<file path="src/rtl/rgmii_rx_decoder.sv">
// RGMII receive decoder: turns IDDR rising/falling samples into a byte stream with last/error flags.
// Optional errored-frame counter on rx_err_cnt is built only when RX_ERR_CNT_EN is defined.
module rgmii_rx_decoder #(
    parameter int unsigned DATA_WIDTH    = 4,
    parameter int unsigned ERR_CNT_WIDTH = 16
) (
    input  logic                      clk,
    input  logic                      reset_n,
    input  logic                      link_1g,
    input  logic [DATA_WIDTH:0]       q1,
    input  logic [DATA_WIDTH:0]       q2,
    output logic [2*DATA_WIDTH-1:0]   m_rx_data,
    output logic                      m_rx_valid,
    output logic                      m_rx_last,
    output logic                      m_rx_user
`ifdef RX_ERR_CNT_EN
    ,
    output logic [ERR_CNT_WIDTH-1:0]  rx_err_cnt
`endif
);

    localparam int unsigned BYTE_W = 2 * DATA_WIDTH;

    if (ERR_CNT_WIDTH == 0) begin : g_bad_cfg
        $error("ERR_CNT_WIDTH must be at least 1");
    end

    typedef enum logic [1:0] {
        S_DROP  = 2'd0,
        S_IDLE  = 2'd1,
        S_FRAME = 2'd2
    } state_e;

    state_e                 state_q, state_d;
    logic                   mode_1g_q, mode_1g_d;
    logic                   phase_q, phase_d;
    logic [DATA_WIDTH-1:0]  nib_q, nib_d;
    logic [BYTE_W-1:0]      hold_q, hold_d;
    logic                   hold_full_q, hold_full_d;
    logic                   err_seen_q, err_seen_d;
    logic [BYTE_W-1:0]      data_q, data_d;
    logic                   valid_q, valid_d;
    logic                   last_q, last_d;
    logic                   user_q, user_d;

    logic                   dv_c;
    logic                   er_c;
    logic [BYTE_W-1:0]      byte_1g_c;
    logic [BYTE_W-1:0]      byte_nib_c;
    logic                   frame_end_c;
    logic                   frame_bad_c;

    assign dv_c        = q1[DATA_WIDTH];
    assign er_c        = q1[DATA_WIDTH] ^ q2[DATA_WIDTH];
    assign byte_1g_c   = {q2[DATA_WIDTH-1:0], q1[DATA_WIDTH-1:0]};
    assign byte_nib_c  = {q1[DATA_WIDTH-1:0], nib_q};
    assign frame_end_c = (state_q == S_FRAME) && !dv_c;
    // A pending low nibble at end of frame means a truncated byte.
    assign frame_bad_c = err_seen_q | er_c | (~mode_1g_q & phase_q);

    always_comb begin
        state_d     = state_q;
        mode_1g_d   = mode_1g_q;
        phase_d     = phase_q;
        nib_d       = nib_q;
        hold_d      = hold_q;
        hold_full_d = hold_full_q;
        err_seen_d  = err_seen_q;
        data_d      = data_q;
        valid_d     = 1'b0;
        last_d      = 1'b0;
        user_d      = 1'b0;

        case (state_q)
            S_DROP: begin
                if (!dv_c) begin
                    state_d = S_IDLE;
                end
            end
            S_IDLE: begin
                hold_full_d = 1'b0;
                phase_d     = 1'b0;
                if (dv_c) begin
                    state_d    = S_FRAME;
                    mode_1g_d  = link_1g;
                    err_seen_d = er_c;
                    if (link_1g) begin
                        hold_d      = byte_1g_c;
                        hold_full_d = 1'b1;
                    end else begin
                        nib_d   = q1[DATA_WIDTH-1:0];
                        phase_d = 1'b1;
                    end
                end
            end
            S_FRAME: begin
                err_seen_d = err_seen_q | er_c;
                if (dv_c) begin
                    if (!mode_1g_q) begin
                        phase_d = ~phase_q;
                        if (!phase_q) begin
                            nib_d = q1[DATA_WIDTH-1:0];
                        end
                    end
                    // A byte completes every 1G cycle, or on the high nibble in 10/100.
                    if (mode_1g_q || phase_q) begin
                        if (hold_full_q) begin
                            valid_d = 1'b1;
                            data_d  = hold_q;
                        end
                        hold_d      = mode_1g_q ? byte_1g_c : byte_nib_c;
                        hold_full_d = 1'b1;
                    end
                end else begin
                    state_d     = S_IDLE;
                    hold_full_d = 1'b0;
                    phase_d     = 1'b0;
                    if (hold_full_q) begin
                        valid_d = 1'b1;
                        last_d  = 1'b1;
                        user_d  = frame_bad_c;
                        data_d  = hold_q;
                    end
                end
            end
            default: begin
                state_d = S_DROP;
            end
        endcase
    end

    always_ff @(posedge clk or negedge reset_n) begin
        if (!reset_n) begin
            state_q     <= S_DROP;
            mode_1g_q   <= 1'b0;
            phase_q     <= 1'b0;
            nib_q       <= '0;
            hold_q      <= '0;
            hold_full_q <= 1'b0;
            err_seen_q  <= 1'b0;
            data_q      <= '0;
            valid_q     <= 1'b0;
            last_q      <= 1'b0;
            user_q      <= 1'b0;
        end else begin
            state_q     <= state_d;
            mode_1g_q   <= mode_1g_d;
            phase_q     <= phase_d;
            nib_q       <= nib_d;
            hold_q      <= hold_d;
            hold_full_q <= hold_full_d;
            err_seen_q  <= err_seen_d;
            data_q      <= data_d;
            valid_q     <= valid_d;
            last_q      <= last_d;
            user_q      <= user_d;
        end
    end

    assign m_rx_data  = data_q;
    assign m_rx_valid = valid_q;
    assign m_rx_last  = last_q;
    assign m_rx_user  = user_q;

`ifdef RX_ERR_CNT_EN
    logic                     err_end_c;
    logic [ERR_CNT_WIDTH-1:0] err_cnt_q, err_cnt_d;

    // Errored frame: last beat flagged bad, or frame ended with nothing to emit.
    assign err_end_c = frame_end_c & (frame_bad_c | ~hold_full_q);

    always_comb begin
        err_cnt_d = err_cnt_q;
        if (err_end_c && (err_cnt_q != {ERR_CNT_WIDTH{1'b1}})) begin
            err_cnt_d = err_cnt_q + ERR_CNT_WIDTH'(1);
        end
    end

    always_ff @(posedge clk or negedge reset_n) begin
        if (!reset_n) begin
            err_cnt_q <= '0;
        end else begin
            err_cnt_q <= err_cnt_d;
        end
    end

    assign rx_err_cnt = err_cnt_q;
`else
    logic unused_end_c;
    assign unused_end_c = frame_end_c;
`endif

endmodule

</file>
<file path="config.mk">
export PLATFORM = sky130hd
export DESIGN_NAME = rgmii_rx_decoder
export DESIGN_NICKNAME = d
export VERILOG_FILES = /design/src/rtl/rgmii_rx_decoder.sv
export SDC_FILE = /design/constraint.sdc
export NUM_CORES = 1
export LEC_CHECK = 0
export ABC_AREA = 1
export CAP_MARGIN = 0
export CORE_AREA = 5 5 71 73
export DETAILED_ROUTE_END_ITERATION = 12
export DIE_AREA = 0 0 76 78
export PLACE_DENSITY = 0.69
export SYNTH_ARGS = -nofsm -noshare
export SYNTH_HDL_FRONTEND = slang
export SYNTH_SLANG_ARGS = --single-unit
</file>
<file path="constraint.sdc">
create_clock -name clk -period 1.2 [get_ports clk]
set_clock_uncertainty 0.15 [all_clocks]
set_input_delay 0.24 -clock clk [delete_from_list [all_inputs] [get_ports clk]]
set_output_delay 0.24 -clock clk [all_outputs]
set_load 0.02 [all_outputs]
</file>
== Word-level counts from Yosys, hierarchy flattened ==
Index checks and enable logic that the tools add are counted.

* Shift operators: 0
* Bitwise gates (word level): 6
* Eq/ne operators: 13
* Order comparisons: 0
* Multiplexer cells: 39
* Add/subtract/negate cells: 0
* $mul: 0
* Reductions and logical operators: 12
* Divide/modulo/power cells: 0

{| class="wikitable"
|+ Operators with widths
! cell !! count
|-
| $mux 8 || 8
|-
| $mux 4 || 5
|-
| $mux 1 || 18
|-
| $pmux 8 s2 || 1
|-
| $ne 2x2->1 const B || 7
|-
| $reduce_and 2->1 || 6
|-
| $pmux 4 s2 || 1
|-
| $pmux 1 s2 || 3
|-
| $reduce_and 6->1 || 1
|-
| $reduce_and 5->1 || 1
|-
| $mux 2 || 2
|-
| $ne 2x1->1 const B || 2
|-
| $pmux 2 s2 || 1
|-
| $ne 3x2->1 const B || 1
|-
| $ne 3x3->1 const B || 1
|-
| $eq 2x1->1 const B || 1
|-
| $eq 2x2->1 const B || 1
|-
| $logic_not 2->1 || 1
|-
| $not 1->1 || 2
|-
| $or 1x1->1 || 2
|-
| $reduce_bool 2->1 || 1
|-
| $reduce_or 2->1 || 1
|-
| $and 1x1->1 || 1
|-
| $logic_or 1x1->1 || 1
|-
| $xor 1x1->1 || 1
|}

* Bits in read-only memories: 0
* Bits in latches: 0
* Register bits after elaboration: 29
* RAM bits: 0
* Output and inout bits: 11
* Memories kept: 0

== Logic depth before layout (Yosys ltp) ==
* Word-level depth: 6
* Mapped depth: 9
* Gate-level depth less buffers: 7

== Worst setup path after synthesis ==
No wires, ideal clock.

* Path kind: reg2reg
* Start: register state_q[0]
* End: register hold_q[0]
* Stages on the path, launching flop included: 7
* Library setup time: 0.118 ns
* Setup slack: -0.119 ns
* Required time: 0.932 ns
* Path buffers: 0
* Arrival time: 1.052 ns
* Path through: dfrtp_1 > inv_2 > nand2_2 > nor2_2 > nor2_8 > nand3_1 > nand2_1

* Word-level cells in the longest chain between the ends: 3

{| class="wikitable"
|+ Ends and longest elaborated chain
! element !! RTL line !! text
|-
| from (decl) || 34 || <nowiki>state_e state_q, state_d;</nowiki>
|-
| from (signal assigned) || 146 || <nowiki>state_q <= state_d;</nowiki>
|-
| $eq 2x2->1 or $eq 2x1->1 (tied branches) || 74 || <nowiki>case (state_q)</nowiki>
|-
| $ne 2x1->1 (no source line), or another cell as far along || - ||
|-
| $reduce_and 5->1 (no source line) || - ||
|-
| to (signal assigned) || 150 || <nowiki>hold_q <= hold_d;</nowiki>
|-
| to (decl) || 38 || <nowiki>logic [BYTE_W-1:0] hold_q, hold_d;</nowiki>
|}

Several ways; a longest one is shown, not always the timed one.
A chain may end at the register's enable or synchronous reset.

== Worst setup path in the final report ==
* Start: register state_q[1]
* End: register hold_q[0]

Same word-level chain as after synthesis.

==> results_dict.tcl <==
set metrics [dict create \
    run_status "finished, violations left" \
    violations_in_the_final_reports "setup timing" \
    floorplan.io_pins 24 \
    post-route-drc-count 0 \
    track_usage_pct 13.5 \
    hold_viol_final 0 \
    mappedNetlistArea_um2 1440 \
    primary_ff_master_synth "sky130_fd_sc_hd__dfrtp_1" \
    setup_ws_ps -217 \
    yosys_register_bits 29 \
    timing.final.max_slew_violations 0 \
    post_synth.cell_area_avg_um2 7.72 \
    floorplan.initialDensity_pct 33.4 \
    synth_cell_type_count 18 \
    hold_ws_ps 171 \
    synth_mux_area_share_pct 0 \
    first_global_vias 1335 \
    wire_length_of_the_first_global_routing_pass_mm 6.35 \
    num-fill-cells 387 \
    clk_pin_slew_ps 70 \
    total_leakage_power_uw 0.00122 \
    worstReg2RegStart "state_q[1]" \
    cp_data_required_time_ps 1220 \
    period_share_pct 118 \
    cp_common_cell "sky130_fd_sc_hd__nand2_1" \
    placedInstanceArea_um2 1970 \
    hold_path_class "primary input to asynchronous set/reset pin" \
    yosys.area.top_type "sky130_fd_sc_hd__dfrtp_1" \
    arrival_ps 1440 \
    cts_inserted_buffers 5 \
    post-layout-total-power_uw 4380 \
    regToRegSetupSlack_ps -220 \
    synth_async_sr_flop_share_pct 100 \
    die-height_um 78 \
    setup.worst_path.class "register to register" \
    buffer_ports.inserted 23 \
    post-dp-hpwl_mm 2.48 \
    cp_cell_sequence "inv_2 > nor2_4 > buf_6 > buf_6 > nand2_1 > nand2_1 > nand3_1 > nand2_1" \
    ctsHtreeMaxLevel 2 \
    worst_slew_pin_slew_ps 291 \
    num-nets-final 262 \
    r2r-end "hold_q[0]" \
    synth.top_cell.area_share_pct 50.5 \
    fmax_ghz 0.706 \
    syn-num-nets 199 \
    synth_sequential_area_ratio_pct 50.5 \
    worstRegToRegCells 8 \
    cts_tree "yes" \
    cpPeakStageDelay_ps 440 \
    post_synth_and_or_nand_nor_area_fraction_pct 42.7 \
    yosys.area_share.adder_pct 0 \
    synth_cells 186 \
    setup-violations-final 27 \
    synth-edff-count 0 \
    root_driver "sky130_fd_sc_hd__clkbuf_8" \
    drt_iter0_markers 62 \
    critical_path.slowest_cell "sky130_fd_sc_hd__dfrtp_1" \
    finish.instance_area_um2 2360 \
    timing.max_cap.violations 0 \
    ys.warnings.count 0 \
    cts.hold.buffers_added 0 \
    vdd_drop_max_mv 0.820 \
    clock-sinks 29 \
    worstSkewPairLatency_ps 280 \
    synth_top_family_by_area "simple AND/OR/NAND/NOR gates" \
    worstPathBufferInverterCount 3 \
    placeableCoreArea_um2 4290 \
    grt_start_max_net_pins 30 \
    globalRouteOverflowTotal 0 \
    endpoint_kind "register" \
    wire_per_inst_um 13.1 \
    power_density_nw_per_um2 1860 \
    dominant_delay_contributor_by_cell_family_on_the_critical_path "flip-flops" \
    antennaDiodeCount 0 \
    grt_antenna_before_repair 0 \
    viasPerCell 4.75 \
    synthToLayoutAreaGrowth_pct 64.0 \
    ctsLongestPathBuffers 2 \
    die_w_um 76 \
    yosys-top-cells-area "sky130_fd_sc_hd__dfrtp_1, sky130_fd_sc_hd__nand2_1, sky130_fd_sc_hd__nand3_1" \
    drt_pass1_iterations 4 \
    synth_most_common_cell "sky130_fd_sc_hd__nand2_1" \
    synthesized_area_fraction_occupied_by_xor_and_xnor_cells_pct 0.610 \
    num_rows 24 \
    setup_total_neg_slack_ps -4530 \
    slew_headroom_pct 80.5 \
    multi_input_comb_area_um2 821 \
    dieArea_um2 5930 \
    drive_gt1_share_pct 40.4 \
    finalWorstPathRequiredPeriod_ps 1420 \
    ant_nets 0 \
    unrepaired_setup_endpoints_after_global_routing "yes" \
    setup.worst_path.start_class "register" \
    worstPathMaxFanout 7 \
    via_count 1433 \
    dp_slack_ps -456 \
    synth_compound_area_share_pct 2.09 \
    post_synth_most_frequent_cells "sky130_fd_sc_hd__nand2_1, sky130_fd_sc_hd__dfrtp_1, sky130_fd_sc_hd__nand3_1" \
    seqCellArea_um2 727 \
    globalplace.congestion 0.778 \
    drt-total-wl_mm 3.97 \
]
routing by layer:
layer	vias to the layer above	track usage (%)	wire (um)	share of wire, %
li1	713	-	-	-
met2	34	23.3	2020	51
met1	678	15.5	1700	43
met3	8	4.05	169	4.3
met5	-	0	0	0
met4	0	5.87	80	2.0
layout make-up:
cell class / instances / share of cell area [%]
Tap cell: 52 / 2.76
Sequential cell: 29 / 30.9
Inverter: 9 / 1.75
Clock buffer: 5 / 2.92
Timing Repair inverter: 1 / 0.266
Clock inverter: 3 / 2.76
Timing Repair Buffer: 57 / 23.8
Multi-Input combinational cell: 146 / 34.8
report_power, final:
group          internal [uW]  leakage [uW]  switching (uW)
Sequential              1280      0.000369             237
Clock                    825     0.0000681             399
Combinational            854      0.000784             792
Total                   2960       0.00122            1430
cells by family (layout without fill, tap and decap cells):
logic type,Yosys count,after routing
simple gates,137,139
buf+inv,13,75
flops,29,29
xor+xnor,1,1
compound gates,6,6
cells in the final DEF, fill, tap and decap left out, drive strengths merged:
master,n
inv,10
nor2,6
nand2,111
o21ai,3
dlygate4sd2,1
clkdlybuf4s50,11
bufinv,2
nand4,4
clkbuf,5
buf,45
a21oi,3
xnor2,1
clkinv,1
nand3,18
dfrtp,29
through the flow:
stage / instances / utilization, %
finish: 302 / 54.9
CTS: 298 / 52.3
detailed placement: 283 / 45.8
global route: 302 / 54.9
floorplan: 186 / -
global placement: 283 / 45.8
timing repair:
action | 4_1_cts | 5_1_grt
pin swaps | 7 | 6
gates resized for setup | 88 | 27
cloned | 3 | 0
setup buffers | 4 | 4
setup endpoints to repair | 38 | 38
sequential cells by signal, indices dropped and copies added, names as in the netlist:
name / count
err_seen_q: 1
hold_full_q: 1
hold_q: 8
m_rx_data: 8
m_rx_last: 1
m_rx_user: 1
m_rx_valid: 1
mode_1g_q: 1
nib_q: 4
phase_q: 1
state_q: 2
worst reg2reg max path: cells and delay by family, from the launching register on:
| kind | cells | cell delay, ps |
|---|---|---|
| buffers and inverters | 3 | 420 |
| AND/OR/NAND/NOR | 5 | 300 |
| flip-flops | 1 | 440 |
worst max-delay path by stage:
stage / from / to / cells after the start
global placement: q1[4] / hold_q[7] / 6
floorplan: state_q[1] / phase_q / 6
CTS: state_q[1] / hold_q[2] / 8
detailed placement: q1[4] / hold_q[1] / 6
finish: state_q[1] / hold_q[0] / 8
global route: state_q[1] / hold_q[7] / 8
(Power assumes the default switching activity.)
